[src/rtl/jstk_spi_responder.sv]
// PmodJSTK-compatible SPI responder (mode 0, MSB first): serves the 5-byte X/Y/button report, captures the LED command.
// Optional malformed-frame reporting is enabled by defining JSTK_ERR_EN.

module jstk_sync #(
    parameter int STAGES = 2
) (
    input  logic clk,
    input  logic reset_n,
    input  logic d,
    output logic q
);
    logic [STAGES-1:0] ff;

    always_ff @(posedge clk or negedge reset_n) begin
        if (!reset_n) ff <= '0;
        else          ff <= {ff[STAGES-2:0], d};
    end

    assign q = ff[STAGES-1];
endmodule

module jstk_spi_responder #(
    parameter int SYNC_STAGES = 2,
    parameter int NUM_BYTES   = 5
) (
    input  logic       clk50M,
    input  logic       reset_n,
    input  logic       sck,
    input  logic       cs,
    input  logic       mosi,
    output logic       miso,
    input  logic [9:0] x_pos,
    input  logic [9:0] y_pos,
    input  logic [2:0] buttons,
    output logic [1:0] led,
    output logic       frame_done,
    output logic       frame_error,
    output logic [7:0] err_count
);
    localparam int NBITS = 8 * NUM_BYTES;
    localparam int CW    = $clog2(NBITS + 1);

    typedef enum logic [1:0] {ARMWAIT, IDLE, ACTIVE, OVERRUN} state_t;

    logic [2:0] raw_in, sync_out;
    logic       sck_s, cs_s, mosi_s, sck_q, cs_q;
    logic       sck_rise, sck_fall, cs_rise, cs_fall;

    assign raw_in = {sck, cs, mosi};

    jstk_sync #(.STAGES(SYNC_STAGES)) u_sync [2:0] (
        .clk     (clk50M),
        .reset_n (reset_n),
        .d       (raw_in),
        .q       (sync_out)
    );

    assign {sck_s, cs_s, mosi_s} = sync_out;

    always_ff @(posedge clk50M or negedge reset_n) begin
        if (!reset_n) begin
            sck_q <= 1'b0;
            cs_q  <= 1'b0;
        end else begin
            sck_q <= sck_s;
            cs_q  <= cs_s;
        end
    end

    assign sck_rise = sck_s & ~sck_q;
    assign sck_fall = ~sck_s & sck_q;
    assign cs_rise  = cs_s & ~cs_q;
    assign cs_fall  = ~cs_s & cs_q;

    // Report byte idx; zero past the last byte so miso idles low after the final bit.
    function automatic logic [7:0] tx_byte(input int idx, input logic [9:0] x, input logic [9:0] y,
                                           input logic [2:0] b);
        logic [7:0] r;
        r = 8'h00;
        if (idx < NUM_BYTES) begin
            case (idx)
                0:       r = x[7:0];
                1:       r = {6'b0, x[9:8]};
                2:       r = y[7:0];
                3:       r = {6'b0, y[9:8]};
                4:       r = {5'b0, b};
                default: r = 8'h00;
            endcase
        end
        return r;
    endfunction

    state_t      state;
    logic [CW-1:0] bit_cnt, bit_cnt_nx;
    logic [7:0]  tx_sr, cmd;
    logic [6:0]  rx_sr;
    logic [9:0]  snap_x, snap_y;
    logic [2:0]  snap_b;

    assign bit_cnt_nx = bit_cnt + CW'(1);

    always_ff @(posedge clk50M or negedge reset_n) begin
        if (!reset_n) begin
            state      <= ARMWAIT;
            bit_cnt    <= '0;
            tx_sr      <= '0;
            rx_sr      <= '0;
            cmd        <= '0;
            snap_x     <= '0;
            snap_y     <= '0;
            snap_b     <= '0;
            miso       <= 1'b0;
            led        <= 2'b00;
            frame_done <= 1'b0;
        end else begin
            frame_done <= 1'b0;
            case (state)
                ARMWAIT: begin
                    miso <= 1'b0;
                    if (cs_s) state <= IDLE;
                end
                IDLE: begin
                    miso <= 1'b0;
                    if (cs_fall) begin
                        snap_x  <= x_pos;
                        snap_y  <= y_pos;
                        snap_b  <= buttons;
                        tx_sr   <= tx_byte(0, x_pos, y_pos, buttons);
                        miso    <= x_pos[7];
                        bit_cnt <= '0;
                        state   <= ACTIVE;
                    end
                end
                ACTIVE: begin
                    // cs rise has priority over any sck edge seen in the same clock
                    if (cs_rise) begin
                        miso  <= 1'b0;
                        state <= IDLE;
                        if (bit_cnt == CW'(NBITS)) begin
                            frame_done <= 1'b1;
                            if (cmd[7:2] == 6'b100000) led <= cmd[1:0];
                        end
                    end else if (sck_rise) begin
                        if (bit_cnt == CW'(NBITS)) begin
                            miso  <= 1'b0;
                            state <= OVERRUN;
                        end else begin
                            rx_sr   <= {rx_sr[5:0], mosi_s};
                            bit_cnt <= bit_cnt_nx;
                            if (bit_cnt == CW'(7)) cmd <= {rx_sr, mosi_s};
                            if (bit_cnt_nx[2:0] == 3'd0)
                                tx_sr <= tx_byte(int'(bit_cnt_nx[CW-1:3]), snap_x, snap_y, snap_b);
                            else
                                tx_sr <= {tx_sr[6:0], 1'b0};
                        end
                    end else if (sck_fall) begin
                        miso <= tx_sr[7];
                    end
                end
                OVERRUN: begin
                    miso <= 1'b0;
                    if (cs_rise) state <= IDLE;
                end
                default: state <= ARMWAIT;
            endcase
        end
    end

`ifdef JSTK_ERR_EN
    logic bad_end;
    assign bad_end = cs_rise && ((state == ACTIVE && bit_cnt != CW'(NBITS)) || state == OVERRUN);

    always_ff @(posedge clk50M or negedge reset_n) begin
        if (!reset_n) begin
            frame_error <= 1'b0;
            err_count   <= 8'h00;
        end else begin
            frame_error <= bad_end;
            if (bad_end && err_count != 8'hFF) err_count <= err_count + 8'd1;
        end
    end
`else
    assign frame_error = 1'b0;
    assign err_count   = 8'h00;
`endif

endmodule

[config.mk]
export PLATFORM = sky130hd
export DESIGN_NAME = jstk_spi_responder
export DESIGN_NICKNAME = d
export VERILOG_FILES = /design/src/rtl/jstk_spi_responder.sv
export SDC_FILE = /design/constraint.sdc
export NUM_CORES = 1
export LEC_CHECK = 0
export ABC_CLOCK_PERIOD_IN_PS = 2800
export BUFFER_PORTS_ARGS = -buffer_cell sky130_fd_sc_hd__buf_2
export CORE_ASPECT_RATIO = 2
export CORE_MARGIN = 3
export CORE_UTILIZATION = 58
export CTS_CLUSTER_SIZE = 12
export DETAILED_ROUTE_END_ITERATION = 10
export GPL_TIMING_DRIVEN = 0
export PLACE_DENSITY_LB_ADDON = 0.2
export SLEW_MARGIN = 20
export SYNTH_ARGS = -nofsm -noshare
export SYNTH_HDL_FRONTEND = slang
export SYNTH_HIERARCHICAL = 1
export SYNTH_SLANG_ARGS = --single-unit
[constraint.sdc]
create_clock -name clk50M -period 2.8 [get_ports clk50M]
set_input_delay 0.28 -clock clk50M [delete_from_list [all_inputs] [get_ports clk50M]]
set_output_delay 0.28 -clock clk50M [all_outputs]
set_load 0.05 [all_outputs]
---- Yosys cells after proc, flatten, opt, wreduce, memory -nomap -nowiden ----
Cells that the tools add are included.
word-level totals
  register bits ........................... 66
  bits in latches ......................... 0
  memory bits (writable) .................. 0
  ROM bits ................................ 0
  bits of input ports ..................... 28
  output and inout bits ................... 13
  word-level logic and storage cells ...... 89
  memories kept ........................... 0
cells by class
  $add $sub $neg .......................... 1
  multipliers ............................. 0
  div/mod/pow operators ................... 0
  magnitude comparators ................... 1
  equality and inequality tests ........... 20
  shifts and indexed selects .............. 0
  muxes and demuxes ....................... 29
  bitwise operators ....................... 10
  reduce and logical (&&, ||, !) cells .... 12
operator list
  kind                                                  number
  two-way mux 8 bit                                     6
  one-hot mux 8 bit (5 select lines)                    1
  two-way mux 6 bit                                     4
  one-hot mux 8 bit (2 select lines)                    1
  AND reduction 5 bit                                   3
  equality test 6 bit (second input constant)           2
  two-way mux 2 bit                                     6
  one-hot mux 6 bit (2 select lines)                    1
  inequality test 2 bit (second input constant)         5
  two-way mux 1 bit                                     8
  inequality test 4 bit (second input constant)         2
  one-hot mux 2 bit (4 select lines)                    1
  AND reduction 4 bit                                   2
  adder 6 x 1 -> 6 bit (second input constant)          1
  equality test 3 x 2 -> 1 bit (second input constant)  2
  equality test 6 x 3 -> 1 bit (second input constant)  1
  zero test 3 bit                                       2
  inequality test 3 bit (second input constant)         2
  NOT 1 bit                                             6
  bitwise AND 1 bit                                     4
  equality test 2 bit (second input constant)           2
  AND reduction 2 bit                                   2
  equality test 3 x 1 -> 1 bit (second input constant)  1
  equality test 3 bit (second input constant)           1
  7 further kinds                                       7

---- Depth between registers and ports, before layout ----
Gate-level depths: netlist (run 1).
  depth after elaboration ................. 9
  mapped depth ............................ 8
  gate-level depth less buffers ........... 8

---- Cells and area by module ----
The synthesis (run 1) kept the hierarchy.
by module, submodules not included
  module              instances  cells each  area an instance (um^2)  seq. area each (um^2)
  jstk_spi_responder  1          279         3139.3                   1501.4
  jstk_sync           3          2           50.0                     50.0

---- Worst setup path after synthesis (run 1) ----
Ideal clock, no wire load.
  kind .................................... register to register
  start point ............................. register bit_cnt[0]
  end point ............................... register tx_sr[2]
  library setup time ...................... 0.082 ns
  data arrival time ....................... 1.983 ns
  data required time ...................... 2.718 ns
  path slack .............................. 0.735 ns
  stages on the path, launching flop included .. 8
  buffers on the path ..................... 1
  clock period less this slack ............ 2.065 ns
  path through ............................ dfrtp_1 ha_1 buf_2 or4b_4 o31ai_4 nand3_4 or3b_1 a31oi_1
between the ends
  longest elaborated chain between the ends .. 9
  elaborated cells between the ends (all ways) .. 18
  classes of those cells .................. add/sub (1); order compare (1); eq/ne (6); mux (7); reduce/logical (3)
RTL lines
  item                                               RTL line  source
  from (decl)                                        94        logic [CW-1:0] bit_cnt, bit_cnt_nx;
  from (signal assigned)                             149       bit_cnt <= bit_cnt_nx;
  adder 6 x 1 -> 6 bit                               100       assign bit_cnt_nx = bit_cnt + CW'(1);
  equality test 3 bit, or another cell as far along  81        case (idx)
  one-hot mux 8 bit (5 select lines)                 81
  two-way mux 8 bit                                  80        if (idx < NUM_BYTES) begin
  two-way mux 8 bit                                  151       if (bit_cnt_nx[2:0] == 3'd0)
  two-way mux 8 bit                                  144       if (bit_cnt == CW'(NBITS)) begin
  two-way mux 8 bit                                  143       end else if (sck_rise) begin
  two-way mux 8 bit                                  136       if (cs_rise) begin
  one-hot mux 8 bit (2 select lines)                 117       case (state)
  to (signal assigned)                               128       tx_sr <= tx_byte(0, x_pos, y_pos, buttons);
  to (signal assigned)                               152       tx_sr <= tx_byte(int'(bit_cnt_nx[CW-1:3]), snap_x, snap_y, snap_b);
  to (signal assigned)                               154       tx_sr <= {tx_sr[6:0], 1'b0};
  to (decl)                                          95        logic [7:0] tx_sr, cmd;
Parallel ways exist; a longest one is shown, timed or not. The select of a mux whose other input is x is not followed.
A chain may end at the register's enable or synchronous reset.

---- Worst setup path in the final report (run 1) ----
  start point ............................. register bit_cnt[0]
  end point ............................... register tx_sr[0]
Same word-level chain as after synthesis.

==> results of run 1 <==
[state kept, by name, summed over array words and instances (netlist names)]
name and flops:
snap_b 3, u_sync/ff 6, snap_x 10, cmd 8, bit_cnt 6, miso 1
rx_sr 7, frame_done 1, state 2, tx_sr 8, cs_q 1, snap_y 10
led 2, sck_q 1
[metrics by stage]
stage	area (um2)	instances	setup slack (ns)	total power [mW]
2_1_floorplan	3320	293	0.735	2.00
3_3_place_gp	3550	384	0.434	2.19
3_5_place_dp	3580	385	0.365	2.24
4_1_cts	3770	401	0.349	3.00
5_1_grt	3770	401	0.147	3.16
6_report	3770	401	0.366	2.98
[worst reg2reg max path, stage by stage, from the launching register on]
cell	delay, ns
dfrtp_1	0.50
ha_1	0.19
buf_2	0.21
nand3_1	0.18
xor2_2	0.53
a21oi_1	0.08
a211oi_1	0.30
a31oi_1	0.07
o31ai_1	0.27
[logic make-up (layout without fill, tap and decap cells)]
logic type               Yosys count  after routing  synth area share (%)
AND/OR/NAND/NOR                   69             69                  11.5
flip-flops                        66             66                  50.2
AO/OA/AOI/OAI                     55             55                  11.2
multiplexers                      51             51                  17.1
buffers and inverters             28             76                  4.64
adder cells (fa/ha/maj)            9              9                  3.42
XOR/XNOR                           6              6                  1.83
other                              1              9                 0.114
[power groups by stage]
stage	Combinational, mW	Clock (mW)	Sequential, mW
2_1_floorplan	0.637	0	1.36
3_3_place_gp	0.800	0	1.39
3_5_place_dp	0.831	0	1.41
4_1_cts	0.836	0.775	1.39
5_1_grt	0.927	0.815	1.42
6_report	0.829	0.766	1.39
[cells in the mapped netlist, types with 2 or more instances]
cell / count
nor3_1: 2
and3_1: 2
buf_2: 5
nand3_1: 6
or3b_1: 2
xnor2_1: 4
a31oi_1: 2
nor2b_1: 3
dfrtp_1: 66
mux2i_1: 9
clkbuf_1: 6
ha_1: 9
o31ai_1: 2
buf_4: 9
o211ai_1: 6
o21ai_1: 6
inv_1: 7
o21ai_0: 16
nor2_1: 8
mux2_2: 41
a21boi_0: 3
a21oi_1: 7
nand3b_1: 2
a211oi_1: 2
nand2_1: 30
[layout by cell type (no fill, tap or decap), types with 6 or more instances in the layout]
cell type  synthesis  final
a21oi_1            7      7
buf_4              9     10
conb_1             1      9
mux2_2            41     41
dfrtp_1           66     66
nand3_1            6      6
o21ai_0           16     16
nor2_1             8      8
mux2i_1            9      9
nand2_1           30     30
o21ai_1            6      6
clkbuf_1           6      7
ha_1               9      9
o211ai_1           6      6
inv_1              7      7
clkbuf_8           0      9
buf_2              5     35
[layout make-up]
class / instances / area (um2)
Tap cell: 60 / 75.1
Clock buffer: 10 / 128
Timing Repair Buffer: 33 / 195
Multi-Input combinational cell: 199 / 1520
Sequential cell: 66 / 1650
Clock inverter: 5 / 56.3
Fill cell: 415 / 1690
Buffer: 21 / 126
Inverter: 7 / 26.3
[worst max-delay path by stage]
stage                           from       end
final                     bit_cnt[0]  tx_sr[0]
after global routing      bit_cnt[0]  tx_sr[0]
after CTS                 bit_cnt[0]  tx_sr[0]
after detailed placement  bit_cnt[0]  tx_sr[0]
after global placement    bit_cnt[0]  tx_sr[0]
after floorplan           bit_cnt[0]  tx_sr[2]
[what timing repair did]
| action | CTS | global route |
|---|---|---|
| hold buffers | 1 | 0 |
| setup buffers | 0 | 0 |
| gates resized for setup | 0 | 0 |
| hold endpoints to repair | 17 | 0 |
| endpoints found under the setup margin | 0 | 0 |
[routing by layer]
layer,up-vias,share of wire (%),track usage [%]
met5,-,0,0
met4,0,4.0,13.0
met3,16,2.9,4.72
met2,42,55,36.9
met1,1106,38,24.2
li1,1094,-,-
==> impl_results.md, run 1 <==
- Vias in the first global route: 2317
- NetSw: 957 uW
- Critical R2R Capture: tx_sr[0]
- Synth top area share: 50.2%
- RSZ-0062 raised after global routing: no
- Sw frac: 32.1%
- H-tree depth: 3
- Synth warn: 6
- Cts bufs inserted: 9
- Initial Utilization: between 60% and 70%
- FF-to-FF path depth: 8
- Ys flop type: dfrtp_1
- Critical path startpoint category: flop
- WP depth: 8
- End of the worst hold path: u_sync[1]/ff[0]
- Crit path kind: reg2reg
- Chip width: 59.3 um
- Die Y: 113 um
- Post-synthesis sequential area ratio: 50.2%
- Worst hold path class: in2reg
- Library cells used by synthesis: 55
- # rows: 38
- Pwr per Cell Area: 790 mW/mm2
- GPL Wtd Cong: ~0.9
- P_leak: ~1.8 nW
- Internal power: 2.03 mW
- Core area: around 0.0055 mm2
- Maximum vdd drop: 0.000694 V
- Slowest Stage Delay on Critical Path: 0.53 ns
- Total grt overflow: 0
- Fin. max-slew vios: 0
- Residual DRC: 0
- Highest Clock Rate: 411 MHz
- Slew @ Worst Pin: 0.608 ns
- Initial drt markers: 95
- Synth area leaders: dfrtp_1, mux2_2, ha_1
- Post-synth EDFFs: 0
- Final setup fails: 0
- First drt pass iteration count: 6
- IO Count: 41
- Flops & latches, synth: 66
- Wirelength per Cell: ~16 um
- Reg2reg start: bit_cnt[0]
- WP buf/inv: 1
- Final min period: about 2.4 ns
- Worst-path clk slew: 0.07 ns
- Worst Setup End Kind: flop
- Vias: ~2300
- Largest net degree at the start of global routing: 50
- Hold slack: 0.0291 ns
- Worst Path Max Fanout: 10
- Initial antenna violation count: 0
- Final-report hold violation count: 0
- Async SR Flop Fraction: between 90% and 100%
- Post-Route WL: 6.52 mm
- Hold path start: cs
- Part of the cycle the worst path needs: 86.9%
- Clock Path Buffers: 2
- Synth Instances: 285
- P&R area growth vs syn: 14.7%
- ANT cells: 0
- Comb pwr share: 27.8%
- Setup TNS: 0 ns
- First-pass GRT wire length: 10.8 mm
- Status: finished clean
- Flop pwr share: around 47%
- Top Family by Delay on Critical Path: compound AO/OA/AOI/OAI gates
- Die area: roughly 0.0067 mm2
- Syn_area_per_cell: 11.5 um2
- Total GRT Usage: 21.9%
- IO Port Bufs: 31
- Hold depth: 1
- Share of cells above drive strength 1: 32.3%
- Sink Count: 66
- Post-route ant nets: 0
- WP data arrival: 2.69 ns
- Cell area after synthesis: around 0.0033 mm2
- Yosys top cell by area: dfrtp_1
- CP Data Required Time: approximately 3.1 ns
- Nets@finish: 374
- Detailed placement HPWL: between 5 and 6 mm
- CTS root buffer: clkbuf_8
- Slowest CP cell: xor2_2
- Clock share of power: approximately a quarter
- R2R Setup Slk: 0.37 ns
- Worst-Skew Late Latency: 0.35 ns
- CP Cell Sequence: ha_1 > buf_2 > nand3_1 > xor2_2 > a21oi_1 > a211oi_1 > a31oi_1 > o31ai_1
- Maxcap violations: 0
- Final core utilization: 69.0%
- Max transition margin: 59.4%
- TritonCTS clock tree: built
- Post-Route Skew: 0.00750 ns
- Average vias per placed instance: 5.63
(Power assumes the default switching activity.)
==> inputs of run 2 (changes only) <==
--- a/config.mk
+++ b/config.mk
@@ -7,12 +7,15 @@
 export LEC_CHECK = 0
 export ABC_CLOCK_PERIOD_IN_PS = 2800
 export BUFFER_PORTS_ARGS = -buffer_cell sky130_fd_sc_hd__buf_2
+export CELL_PAD_IN_SITES_DETAIL_PLACEMENT = 0
+export CELL_PAD_IN_SITES_GLOBAL_PLACEMENT = 1
 export CORE_ASPECT_RATIO = 2
 export CORE_MARGIN = 3
-export CORE_UTILIZATION = 58
+export CORE_UTILIZATION = 46
 export CTS_CLUSTER_SIZE = 12
 export DETAILED_ROUTE_END_ITERATION = 10
 export GPL_TIMING_DRIVEN = 0
+export HOLD_SLACK_MARGIN = 0.15
 export PLACE_DENSITY_LB_ADDON = 0.2
 export SLEW_MARGIN = 20
 export SYNTH_ARGS = -nofsm -noshare
==> impl_results.md, run 2 (synthesized netlist as in run 1, its figures left out) <==
- Fillers: 627 (+51%)
- Post-route ant nets: 0 (unchanged)
- Final-report hold violation count: 0 (unchanged)
- CTS root buffer: clkbuf_16
- Max transition margin: 55.8% (-3.6 points)
- Total GRT Usage: 19.6% (-2.3 points)
- Maximum vdd drop: 0.000512 V (-26%)
- Vias: 2339 (+3.6%)
- Worst Path Max Fanout: 10 (unchanged)
- CP Cell Sequence: ha_1 > buf_2 > nand3_1 > xor2_2 > a21oi_1 > a211oi_1 > a31oi_1 > o31ai_1
- First-pass GRT wire length: 12.0 mm (+11%)
- Commonest non-fill, non-tap cells in the layout: dfrtp_1, mux2_2, buf_2
- Chip width: 65.8 um (+11%)
- Worst hold path class: in2reg
- Post-Route Skew: 0.00468 ns (-0.00282 ns)
- Commonest non-fill, non-tap cell in the layout: dfrtp_1
- Core area: 0.00694 mm2 (+27%)
- Wirelength per Cell: 16.3 um (+0.17%)
- ANT cells: 0 (unchanged)
- Worst Setup End Kind: flop
- Critical path startpoint category: flop
- Initial Utilization: 47.4% (-13 points)
- P_leak: 1.86 nW (+3.1%)
- WP buf/inv: 1 (unchanged)
- Final min period: 2.41 ns (-0.0201 ns)
- Fin. max-slew vios: 0 (unchanged)
- Vias in the first global route: 2493 (+7.6%)
- Top Family by Delay on Critical Path: compound AO/OA/AOI/OAI gates
- Setup TNS: 0 ns (unchanged)
- CP Data Required Time: 3.04 ns (about the same)
- # rows: 43 (+13%)
- IO Count: 41 (unchanged)
- Residual DRC: 0 (unchanged)
- Worst-path clk slew: 0.05 ns (-0.02 ns)
- Initial antenna violation count: 0 (unchanged)
- Crit path kind: reg2reg
- Detailed placement HPWL: 5.41 mm (+7.7%)
- Average vias per placed instance: 5.38 (-4.5%)
- First drt pass iteration count: 6 (unchanged)
- Largest regs: snap_x x10, snap_y x10
- Slew @ Worst Pin: 0.662 ns (+0.0535 ns)
- Highest Clock Rate: 414 MHz (+0.83%)
- Status: finished clean
- H-tree depth: 3 (unchanged)
- RSZ-0062 raised after global routing: no
- Pwr per Cell Area: 831 mW/mm2 (+5.2%)
- Maxcap violations: 0 (unchanged)
- IO Port Bufs: 31 (unchanged)
- Largest net degree at the start of global routing: 41 (-18%)
- Register Area: 0.00165 mm2 (unchanged)
- Final setup fails: 0 (unchanged)
- Slowest Stage Delay on Critical Path: 0.57 ns (+0.04 ns)
- GPL Wtd Cong: 0.865 (-5.9%)
- Total grt overflow: 0 (unchanged)
- Slowest CP cell: xor2_2
- Clock Path Buffers: 2 (unchanged)
- Post-Route WL: 7.09 mm (+8.7%)
- Sink Count: 66 (unchanged)
- Initial drt markers: 65 (-32%)
- Cts bufs inserted: 9 (unchanged)
- Total power: 3.27 mW (+9.6%)
- Area of the multi-input gates: 0.00152 mm2 (unchanged)
- Part of the cycle the worst path needs: 86.2% (-0.72 points)
- TritonCTS clock tree: built
- Die Y: 126 um (+12%)
- Worst-Skew Late Latency: 0.33 ns (-0.02 ns)
- Die area: 0.00826 mm2 (+24%)
- WP data arrival: 2.65 ns (-0.04 ns)
- Nets@finish: 377 (+0.80%)
- P&R area growth vs syn: 19.6%
- Share of cells above drive strength 1: 32.2% (-0.084 points)
-- run 2: cell types whose count changed in the layout (fill, tap and decap cells not counted) --
cell,delta
buf_16,-1
buf_12,+1
clkbuf_16,+9
dlygate4sd3_1,+3
bufinv_16,-1
clkbuf_8,-7
-- run 2: stage by stage --
step,instances,area [um2],hold slack [ns],setup slack (ns),utilization [%]
2_1_floorplan,293,3320,-0.0156,0.735,-
3_3_place_gp,414,3590,0.335,0.427,51.7
3_5_place_dp,415,3610,0.223,0.353,52.0
4_1_cts,435,3930,0.168,0.351,56.7
5_1_grt,435,3930,0.186,0.182,56.7
6_report,435,3930,0.179,0.386,56.7
-- run 2: final timing paths --
path                            slack, ns         endpoint             from  depth (start not counted)
max in group asynchronous            1.88           led[1]          reset_n                          3
worst min-delay path                 0.18        snap_y[0]         y_pos[0]                          2
min in group asynchronous            0.40         state[0]          reset_n                          2
worst min register to register       0.35  u_sync[0]/ff[1]  u_sync[0]/ff[0]                          0
worst max-delay path                 0.39         tx_sr[0]       bit_cnt[1]                          8
worst max register to register       0.39         tx_sr[0]       bit_cnt[1]                          8
-- run 2: routing by layer --
| layer | wire length, um | global-route usage [%] |
|---|---|---|
| met1 | 2570 | 20.7 |
| met2 | 3970 | 33.8 |
| met3 | 192 | 2.96 |
| met4 | 359 | 14.3 |
| met5 | 0 | 0 |
-- run 2: final cells by class --
class,instances,share of cell area (%)
multi-input cells,199,38.5
flip-flops and latches,66,42.0
repair buffers,36,5.54
inverters,7,0.668
clock inverters,4,0.668
plain buffers,21,3.21
well taps,90,2.86
clock buffers,12,6.52
-- run 2: timing repair --
action,in CTS,in global routing
buffers inserted,0,0
hold buffers,4,0
endpoints found under the hold margin,29,0
resized for setup,0,0
-- run 2: where the power goes --
group / switching [mW] / leakage (nW) / internal (mW)
combinational: 0.437 / 0.894 / 0.393
sequential: 0.164 / 0.828 / 1.23
clock: 0.399 / 0.139 / 0.645
total: 1.00 / 1.86 / 2.27
-- run 2: worst register-to-register path: stages, from the launching register on --
cell and delay [ns]:
dfrtp_1 0.47, ha_1 0.18, buf_2 0.21, nand3_1 0.19, xor2_2 0.57, a21oi_1 0.09, a211oi_1 0.27, a31oi_1 0.06
o31ai_1 0.27
==> inputs of run 3 (changes only) <==
--- a/config.mk
+++ b/config.mk
@@ -6,14 +6,14 @@
 export NUM_CORES = 1
 export LEC_CHECK = 0
 export ABC_CLOCK_PERIOD_IN_PS = 2800
-export BUFFER_PORTS_ARGS = -buffer_cell sky130_fd_sc_hd__buf_2
 export CELL_PAD_IN_SITES_DETAIL_PLACEMENT = 0
 export CELL_PAD_IN_SITES_GLOBAL_PLACEMENT = 1
 export CORE_ASPECT_RATIO = 2
 export CORE_MARGIN = 3
-export CORE_UTILIZATION = 46
+export CORE_UTILIZATION = 50
 export CTS_CLUSTER_SIZE = 12
 export DETAILED_ROUTE_END_ITERATION = 10
+export DONT_BUFFER_PORTS = 1
 export GPL_TIMING_DRIVEN = 0
 export HOLD_SLACK_MARGIN = 0.15
 export PLACE_DENSITY_LB_ADDON = 0.2
==> impl_results.md, run 3 (synthesized netlist as in run 1, its figures left out) <==
- GPL Wtd Cong: 0.864 (-0.10%)
- IO Port Bufs: 0 (-100%)
- Final setup fails: 0 (unchanged)
- Post-route ant nets: 0 (unchanged)
- IO Count: 41 (unchanged)
- # rows: 41 (-4.7%)
- Largest net degree at the start of global routing: 67 (+63%)
- Total grt overflow: 0 (unchanged)
- Chip width: 63.4 um (-3.7%)
- Cts bufs inserted: 9 (unchanged)
- Die Y: 121 um (-3.9%)
- Worst-Skew Late Latency: 0.33 ns (about the same)
- Setup TNS: 0 ns (unchanged)
- Total power: 3.31 mW (+1.2%)
- Worst hold path class: in2reg
- Core area: 0.00636 mm2 (-8.3%)
- CTS root buffer: clkbuf_16
- Resized Gates After CTS: 0 (unchanged)
- Commonest non-fill, non-tap cell in the layout: dfrtp_1
- Vias: 2296 (-1.8%)
- Crit path kind: reg2reg
- Pwr per Cell Area: 828 mW/mm2 (-0.43%)
- Max transition margin: 57.0% (+1.1 points)
- Post-Route Skew: 0.00480 ns (+0.000120 ns)
- WP data arrival: 2.68 ns (+0.03 ns)
- ANT cells: 0 (unchanged)
- Initial drt markers: 103 (+58%)
- Initial antenna violation count: 0 (unchanged)
- First drt pass iteration count: 4 (-2)
- P_leak: 1.83 nW (-1.7%)
- Part of the cycle the worst path needs: 87.4% (+1.2 points)
- Largest regs: snap_x x10, snap_y x10
- Nets@finish: 368 (-2.4%)
- CP Cell Sequence: ha_1 > buf_2 > nand3_1 > xor2_2 > a21oi_1 > a211oi_1 > a31oi_1 > o31ai_1
- CP Data Required Time: 3.04 ns (about the same)
- RSZ-0062 raised after global routing: no
- Wirelength per Cell: 17.3 um (+6.1%)
- CP endpoint: tx_sr[0]
- WP depth: 8 (unchanged)
- P&R area growth vs syn: 21.5%
- TritonCTS clock tree: built
- Critical path startpoint category: flop
- Top Family by Delay on Critical Path: compound AO/OA/AOI/OAI gates
- Slowest CP cell: xor2_2
- Reg2reg start: bit_cnt[0]
- Worst Setup End Kind: flop
- Initial Utilization: 51.7% (+4.3 points)
- Slew @ Worst Pin: 0.645 ns (-0.0170 ns)
- Sink Count: 66 (unchanged)
- Highest Clock Rate: 409 MHz (-1.4%)
- Worst Path Max Fanout: 10 (unchanged)
- R2R Setup Slk: 0.35 ns (-0.03 ns)
- Clock Path Buffers: 2 (unchanged)
- First-pass GRT wire length: 12.2 mm (+1.6%)
- Cell area after layout: 0.00400 mm2 (+1.7%)
- Total GRT Usage: 21.1% (+1.4 points)
- Slowest Stage Delay on Critical Path: 0.56 ns (about the same)
- Vias in the first global route: 2527 (+1.4%)
- H-tree depth: 3 (unchanged)
- Maximum vdd drop: 0.000524 V (+2.4%)
- FF-to-FF path depth: 8 (unchanged)
- Cts-stage hold buffer count: 27 (+23)
- Status: finished clean
- Worst-path clk slew: 0.05 ns (about the same)
- Detailed placement HPWL: 5.17 mm (-4.3%)
- Post-Route WL: 7.26 mm (+2.4%)
- Final min period: 2.45 ns (+0.0336 ns)
- Post-CTS setup repair buffer count: 0 (unchanged)
- Fin. max-slew vios: 0 (unchanged)
- Commonest non-fill, non-tap cells in the layout: dfrtp_1, mux2_2, nand2_1
- Residual DRC: 0 (unchanged)
- Die area: 0.00765 mm2 (-7.5%)
- Share of cells above drive strength 1: 23.7% (-8.5 points)
- WP buf/inv: 1 (unchanged)
- DP Area: 0.00343 mm2 (-5.1%)
- Final-report hold violation count: 0 (unchanged)
- Average vias per placed instance: 5.47 (+1.7%)
- Maxcap violations: 0 (unchanged)
- Critical Path Start: bit_cnt[0]
- Critical R2R Capture: tx_sr[0]
run 3: layout make-up:
cell class | instances | area [um2]
plain buffers | 21 | 126
clock buffers | 9 | 225
clock inverters | 5 | 57.6
fillers | 578 | 2360
inverters | 7 | 26.3
multi-input cells | 199 | 1520
flip-flops and latches | 66 | 1650
well taps | 86 | 108
repair buffers | 27 | 288
run 3: power by group:
group | switching, mW | internal, mW
Clock | 0.396 | 0.678
Sequential | 0.179 | 1.23
Combinational | 0.425 | 0.400
Total | 1.00 | 2.31
run 3: worst min path at each step:
| stage | from | slack, ns | end | cells past startpoint |
|---|---|---|---|---|
| floorplan | reset_n | -0.02 | bit_cnt[0] | 0 |
| global placement | reset_n | -0.01 | state[0] | 0 |
| detailed placement | reset_n | -0.01 | state[0] | 0 |
| CTS | x_pos[5] | 0.15 | tx_sr[5] | 2 |
| global route | x_pos[7] | 0.17 | tx_sr[7] | 2 |
| finish | x_pos[5] | 0.16 | tx_sr[5] | 2 |
run 3: routing by layer:
| metal | part of all wire, % | GRT usage (%) |
|---|---|---|
| met1 | 37 | 22.3 |
| met2 | 56 | 38.5 |
| met3 | 3.9 | 4.83 |
| met4 | 2.7 | 9.88 |
| met5 | 0 | 0 |
run 3: per-stage QoR:
step           worst slack, ns  std cells  utilization [%]  hold WS (ns)
3_3_place_gp             0.414        379             53.9       -0.0140
6_report                 0.352        420             62.8         0.156
3_5_place_dp             0.378        379             53.9       -0.0134
2_1_floorplan            0.735        293                -       -0.0156
5_1_grt                  0.121        420             62.8         0.168
4_1_cts                  0.355        420             62.8         0.151
